[src/rtl/pwm_pkg.sv]
// Shared types and compare-pair arithmetic for pwmOC channel schedulers.
package pwm_pkg;

   localparam int PWM_WIDTH    = 17;
   localparam int PWM_HRBITS   = 3;
   localparam int PWM_DITHBITS = 4;

   // Smallest high/low time the OC block can express: one coarse tick.
   localparam logic [PWM_WIDTH:0] PWM_MINP = (PWM_WIDTH+1)'(1 << PWM_HRBITS);

   typedef enum logic [1:0] {
      IDLE = 2'd0,
      CALC = 2'd1,
      PEND = 2'd2
   } sched_state_t;

   // zero/full flag the two degenerate waveforms; cmp_l is valid otherwise.
   typedef struct packed {
      logic                 zero;
      logic                 full;
      logic                 sat;
      logic [PWM_WIDTH-1:0] cmp_l;
   } cmp_calc_t;

   // Clamp the duty into the expressible range and place the falling edge.
   // The phase is guaranteed below the period length, so a single
   // compare-subtract is enough to fold the falling edge back into range.
   function automatic cmp_calc_t pwm_cmp_calc(
      input logic [PWM_WIDTH-1:0] phase,
      input logic [PWM_WIDTH:0]   duty_c,
      input logic [PWM_WIDTH:0]   full
   );
      cmp_calc_t          res;
      logic [PWM_WIDTH:0] d;
      logic [PWM_WIDTH:0] l;
      res = '0;
      d   = duty_c;
      l   = '0;
      if (d == '0) begin
         res.zero = 1'b1;
      end else if (d >= full) begin
         res.full = 1'b1;
      end else begin
         if (d < PWM_MINP) begin
            d       = PWM_MINP;
            res.sat = 1'b1;
         end else if (d > full - PWM_MINP) begin
            d       = full - PWM_MINP;
            res.sat = 1'b1;
         end
         l = {1'b0, phase} + d;
         if (l >= full) begin
            l = l - full;
         end
         res.cmp_l = l[PWM_WIDTH-1:0];
      end
      return res;
   endfunction

endpackage

[src/rtl/pwm_dither_acc.sv]
// Fractional duty accumulator: the carry out adds one fine step to the
// duty of the period being prepared; the sum is committed on apply.
module pwm_dither_acc #(
   parameter int DITHBITS = 4
) (
   input  logic                clk,
   input  logic                rst_n,
   input  logic [DITHBITS-1:0] frac,
   input  logic                load,
   output logic                carry
);

   logic [DITHBITS-1:0] acc_q;
   logic [DITHBITS-1:0] acc_d;
   logic [DITHBITS:0]   sum;

   // Sum and next accumulator value; only an apply advances the phase.
   always_comb begin
      sum   = {1'b0, acc_q} + {1'b0, frac};
      acc_d = load ? sum[DITHBITS-1:0] : acc_q;
   end

   assign carry = sum[DITHBITS];

   // Accumulator register.
   always_ff @(posedge clk or negedge rst_n) begin
      if (!rst_n) begin
         acc_q <= '0;
      end else begin
         acc_q <= acc_d;
      end
   end

endmodule

[src/rtl/pwm_oc_sched.sv]
// Timebase and compare-pair scheduler for one pwmOC channel. Host updates
// are latched into a shadow slot, converted to a compare pair, and swapped
// into the active pair only on the period wrap so no period is ever torn.
module pwm_oc_sched
   import pwm_pkg::*;
#(
   parameter int WIDTH      = PWM_WIDTH,
   parameter int HRBITS     = PWM_HRBITS,
   parameter int DITHBITS   = PWM_DITHBITS,
   parameter int PERIOD_RST = 99
) (
   input  logic                     clk,
   input  logic                     rst_n,
   input  logic                     en,
   input  logic                     upd_valid,
   output logic                     upd_ready,
   input  logic [WIDTH-HRBITS-1:0]  upd_period,
   input  logic [WIDTH-1:0]         upd_phase,
   input  logic [WIDTH-1:0]         upd_duty,
   input  logic [DITHBITS-1:0]      upd_frac,
   output logic [WIDTH-HRBITS-1:0]  tb,
   output logic [WIDTH-1:0]         cmpH,
   output logic [WIDTH-1:0]         cmpL,
   output logic                     wrap,
   output logic                     sat
);

   localparam int CW = WIDTH - HRBITS;

   sched_state_t      state_q, state_d;
   logic [CW-1:0]     tb_q, tb_d;
   logic [CW-1:0]     period_q, period_d;
   logic              wrap_q, wrap_d;
   logic              run_q, run_d;
   logic [WIDTH-1:0]  cmph_q, cmph_d;
   logic [WIDTH-1:0]  cmpl_q, cmpl_d;
   logic              sat_q, sat_d;

   logic [CW-1:0]       sh_period_q, sh_period_d;
   logic [WIDTH-1:0]    sh_phase_q, sh_phase_d;
   logic [WIDTH-1:0]    sh_duty_q, sh_duty_d;
   logic [DITHBITS-1:0] sh_frac_q, sh_frac_d;

   logic [WIDTH-1:0]  pd_h_q, pd_h_d;
   logic [WIDTH-1:0]  pd_l_q, pd_l_d;
   logic              pd_sat_q, pd_sat_d;

   logic              apply;
   logic              carry;
   logic [WIDTH:0]    full_w;
   logic [WIDTH:0]    duty_c;
   cmp_calc_t         calc;

   pwm_dither_acc #(
      .DITHBITS (DITHBITS)
   ) u_dither (
      .clk   (clk),
      .rst_n (rst_n),
      .frac  (sh_frac_q),
      .load  (apply),
      .carry (carry)
   );

   // The period length used for clamping is that of the incoming update,
   // since the new pair will run inside the new period.
   assign full_w = (WIDTH+1)'({1'b0, sh_period_q} + (CW+1)'(1)) << HRBITS;
   assign duty_c = {1'b0, sh_duty_q} + (WIDTH+1)'(carry);
   assign calc   = pwm_cmp_calc(sh_phase_q, duty_c, full_w);

   // Timebase, handshake FSM and apply-at-wrap of the prepared compare pair.
   always_comb begin
      state_d     = state_q;
      period_d    = period_q;
      cmph_d      = cmph_q;
      cmpl_d      = cmpl_q;
      sat_d       = sat_q;
      sh_period_d = sh_period_q;
      sh_phase_d  = sh_phase_q;
      sh_duty_d   = sh_duty_q;
      sh_frac_d   = sh_frac_q;
      pd_h_d      = pd_h_q;
      pd_l_d      = pd_l_q;
      pd_sat_d    = pd_sat_q;
      run_d       = en;

      // Disabled channel has no period to wait for, so apply at once.
      apply = (state_q == PEND) && (wrap_q || !en);

      if (!en || (tb_q == period_q)) begin
         tb_d = '0;
      end else begin
         tb_d = tb_q + CW'(1);
      end

      case (state_q)
         IDLE: begin
            if (upd_valid) begin
               sh_period_d = upd_period;
               sh_phase_d  = upd_phase;
               sh_duty_d   = upd_duty;
               sh_frac_d   = upd_frac;
               state_d     = CALC;
            end
         end
         CALC: begin
            pd_h_d   = calc.zero ? '1 : sh_phase_q;
            pd_l_d   = calc.zero ? sh_phase_q : (calc.full ? '1 : calc.cmp_l);
            pd_sat_d = calc.sat;
            state_d  = PEND;
         end
         PEND: begin
            if (apply) begin
               cmph_d   = pd_h_q;
               cmpl_d   = pd_l_q;
               period_d = sh_period_q;
               sat_d    = pd_sat_q;
               state_d  = IDLE;
            end
         end
         default: begin
            state_d = IDLE;
         end
      endcase

      // Registered so it lines up with tb showing the terminal count.
      wrap_d = en && (tb_d == period_d);
   end

   // State registers; reset also drops any update in flight.
   always_ff @(posedge clk or negedge rst_n) begin
      if (!rst_n) begin
         state_q     <= IDLE;
         tb_q        <= '0;
         period_q    <= CW'(PERIOD_RST);
         wrap_q      <= 1'b0;
         run_q       <= 1'b0;
         cmph_q      <= '1;
         cmpl_q      <= '0;
         sat_q       <= 1'b0;
         sh_period_q <= '0;
         sh_phase_q  <= '0;
         sh_duty_q   <= '0;
         sh_frac_q   <= '0;
         pd_h_q      <= '0;
         pd_l_q      <= '0;
         pd_sat_q    <= 1'b0;
      end else begin
         state_q     <= state_d;
         tb_q        <= tb_d;
         period_q    <= period_d;
         wrap_q      <= wrap_d;
         run_q       <= run_d;
         cmph_q      <= cmph_d;
         cmpl_q      <= cmpl_d;
         sat_q       <= sat_d;
         sh_period_q <= sh_period_d;
         sh_phase_q  <= sh_phase_d;
         sh_duty_q   <= sh_duty_d;
         sh_frac_q   <= sh_frac_d;
         pd_h_q      <= pd_h_d;
         pd_l_q      <= pd_l_d;
         pd_sat_q    <= pd_sat_d;
      end
   end

   // While stopped the compare pair is masked to "never rise", keeping the
   // active pair intact for when the channel is re-enabled.
   assign tb        = tb_q;
   assign wrap      = wrap_q;
   assign sat       = sat_q;
   assign upd_ready = (state_q == IDLE);
   assign cmpH      = run_q ? cmph_q : '1;
   assign cmpL      = run_q ? cmpl_q : '0;

endmodule

[config.mk]
export PLATFORM = sky130hd
export DESIGN_NAME = pwm_oc_sched
export DESIGN_NICKNAME = d
export VERILOG_FILES = /design/src/rtl/pwm_pkg.sv /design/src/rtl/pwm_dither_acc.sv /design/src/rtl/pwm_oc_sched.sv
export SDC_FILE = /design/constraint.sdc
export NUM_CORES = 1
export LEC_CHECK = 0
export ABC_AREA = 1
export BUFFER_PORTS_ARGS = -buffer_cell sky130_fd_sc_hd__buf_2
export CAP_MARGIN = 10
export CORE_AREA = 2 2 169 171
export CTS_BUF_LIST = sky130_fd_sc_hd__clkbuf_2 sky130_fd_sc_hd__clkbuf_4 sky130_fd_sc_hd__clkbuf_8
export DETAILED_ROUTE_END_ITERATION = 10
export DIE_AREA = 0 0 171 173
export PLACE_DENSITY = 0.6
export SLEW_MARGIN = 40
export SYNTH_ARGS = -nofsm -noshare
export SYNTH_HDL_FRONTEND = slang
export SYNTH_SLANG_ARGS = --single-unit
[constraint.sdc]
create_clock -name clk -period 9.67 [get_ports clk]
set_clock_uncertainty 0.05 [all_clocks]
set_input_delay 2.901 -clock clk [delete_from_list [all_inputs] [get_ports clk]]
set_output_delay 2.901 -clock clk [all_outputs]
set_load 0.02 [all_outputs]
==> qor.yml <==
synthesis:
  ys_async_sr_fraction_pct: 100.0
  synth_top_area_share_pct: 31.20
  ys_types: 47
  yosys_most_used_dff: "dfrtp_1"
  syn_inst: 1533
  synth_nets: 1655
  synth_top_area_cell: "dfrtp_1"
  yosysWarnings: 0
  synth_edf_count: 0
  syn_area_sq_um: 10990
  ys_seq_area_share_pct: 36.22
  netlist_top_cells_area: "dfrtp_1 31%, nand2_1 16%, ha_1 7.2%"
  syn_area_per_cell_sq_um: 7.168
  synth_seq_cells: 158
floorplanning:
  floorplan.initialDensity_pct: 39.77
  die_area_sq_um: 29580
  core.rowCount: 61
  chipHeight_um: 173
  die_w_um: 171
  design.core.area_sq_um: 27630
  top_level_ports: 107
global_routing:
  globalRouteTotalUtil_pct: 22.66
  grt_pass1_wl_um: 52690
  antenna_found_initial: 0
  grtUsageMet3_pct: 2.930
  grt_util_met1_pct: 31.71
  grt_overflow: 0
  grtUsageMet2_pct: 36.42
  busiest_layer: "met2"
  grt_max_degree: 94
  grt_pass1_vias: 9734
final_layout:
  drive_gt1_share_pct: 14.57
  layout.nets: 1742
  layout_commonest_cell: "nand2_1"
  layout_common_cells: "473 x nand2_1, 206 x inv_1, 136 x dfrtp_1"
  nFillCells: 2896
  syn_to_final_growth_pct: 11.89
  post-route-cell-area_sq_um: 12290
placement:
  dpl_cell_area_sq_um: 11850
  gp_congestion: 0.9672
  numPortBuffers: 106
  hpwl_um: 25350
  pre_cts_ws_ns: 1.425
cts:
  clk_pin_slew_ns: 0.11
  root_buffer: "clkbuf_8"
  clock_path_buffers: 2
  cts_made_buffers: 17
  postCtsSetupRepairBufs: 0
  cts_hold_buf: 0
  cts_tree: "yes"
  clk_latency_ns: 0.48
  cts.sinks: 158
  cts.htree.levels: 4
  post_cts_resized: 0
detailed_routing:
  drtIter0Drc: 837
  vias_per_cell: 5.039
  ant_nets: 0
  post_drt_wl_per_cell_um: 16.29
  vias: 10140
  drt_wl_total_um: 32780
  drcViolationCount: 0
  first_pass_iters: 5
timing:
  worstMarginPinSlew_ns: 0.7001
  period_share_pct: 87.40
  setup_tns_ns: 0
  max_freq_mhz: 118.3
  slew_violations: 0
  grt_setup_unrepaired: "false"
  setup_violations: 0
  relSlewSlack_pct: 53.33
  post-route-min-period_ns: 8.452
  layout_setup_ws_ns: 1.218
  hold_violations: 0
critical_path:
  worstPathRequired_ns: 9.96
  setup.worst_path.class: "reg2reg"
  crit_fanout: 18
  critPathCaptureType: "flop"
  cpPeakStageDelay_ns: 0.47
  start_kind: "flop"
  crit_family: "simple AND/OR/NAND/NOR gates"
  slowest_stage: "o21ai_0"
  cp.arrival_ns: 8.74
  worst-path-buf-inv: 4
flow_run:
  maxCapViolations: 0
status:
  status: "finished clean"
hold_path:
  holdCritPathClass: "reg2reg"
## flip-flops by register name (all words and copies together) (netlist names)
| signal | flops |
|---|---|
| sh_duty_q | 17 |
| sat | 1 |
| state_q | 2 |
| sh_period_q | 14 |
| cmpl_q | 17 |
| run_q | 1 |
| cmph_q | 17 |
| sh_frac_q | 4 |
| pd_sat_q | 1 |
| wrap | 1 |
| pd_h_q | 17 |
| u_dither.acc_q | 4 |
| pd_l_q | 17 |
| sh_phase_q | 17 |
| period_q | 14 |
| tb | 14 |
## layer usage
layer / up-vias / wire length (um) / share of wire [%]
met5: - / 0 / 0
met4: 0 / 718 / 2.2
met3: 38 / 1465 / 4.5
met2: 287 / 14920 / 46
met1: 4720 / 15670 / 48
li1: 5093 / - / -
## synthesized netlist by cell type, types with 4 or more instances
library cell,instances
ha_1,63
a22oi_2,10
nor2_4,9
or2_2,7
and3_1,6
o22ai_1,5
o21bai_1,6
nor2_1,96
nand2_1,474
nand2_2,13
xor2_1,45
nor3_1,10
nand3b_1,4
nand4_1,30
nor4_1,9
dfstp_2,21
xnor2_1,16
a31oi_1,4
inv_1,207
buf_4,4
inv_2,13
dfrtp_1,137
nand3_1,110
a21oi_1,44
clkbuf_1,35
nor2_2,6
a22oi_1,7
o21ai_0,107
## cells by family after synthesis
group | count (synthesis) | synth area share (%)
AND/OR/NAND/NOR | 788 | 31.39
buffers and inverters | 264 | 9.383
XOR/XNOR | 62 | 5.010
adder cells (fa/ha/maj) | 66 | 7.720
flip-flops | 158 | 36.22
AO/OA/AOI/OAI | 195 | 10.27
## metrics by stage
step                cells  utilization [%]  hold slack, ns
global route         2011            44.49          0.4576
global placement     1979            42.85          0.4106
CTS                  2011            44.45          0.4261
detailed placement   1979            42.87          0.4085
finish               2012            44.50          0.4289
floorplan            1533                -          0.3922
## worst reg2reg max path: cells and delay by family (launching register included)
kind | cells | cell delay (ns)
compound gates | 4 | 0.82
xor+xnor | 2 | 0.48
fa+ha+maj | 8 | 2.23
buf+inv | 4 | 0.40
flops | 1 | 0.38
simple gates | 27 | 3.94
## path summary, 6_finish.rpt
| kind | startpoint | to | slack (ns) | cells after the start |
|---|---|---|---|---|
| min in group asynchronous | rst_n | tb[12] | 2.39 | 1 |
| worst min register to register | pd_l_q[10] | cmpl_q[10] | 0.43 | 2 |
| worst max-delay path | sh_frac_q[0] | pd_l_q[15] | 1.22 | 45 |
| worst min-delay path | pd_l_q[10] | cmpl_q[10] | 0.43 | 2 |
| worst max register to register | sh_frac_q[0] | pd_l_q[15] | 1.22 | 45 |
| max in group asynchronous | rst_n | pd_h_q[0] | 5.99 | 2 |
## cell type report
cell class              instances  area, sq um  area share [%]
clock buffers                  18        247.7           2.015
clock inverters                14        188.9           1.537
repair buffers                112        595.6           4.844
flip-flops and latches        158         3981           32.38
diodes                          1        2.502         0.02035
multi-input cells            1111         5979           48.64
well taps                     378        473.0           3.847
inverters                     220        825.8           6.717
Power is not shown: default switching activity piles up to over one toggle a cycle in this logic, so the estimate is an artifact.
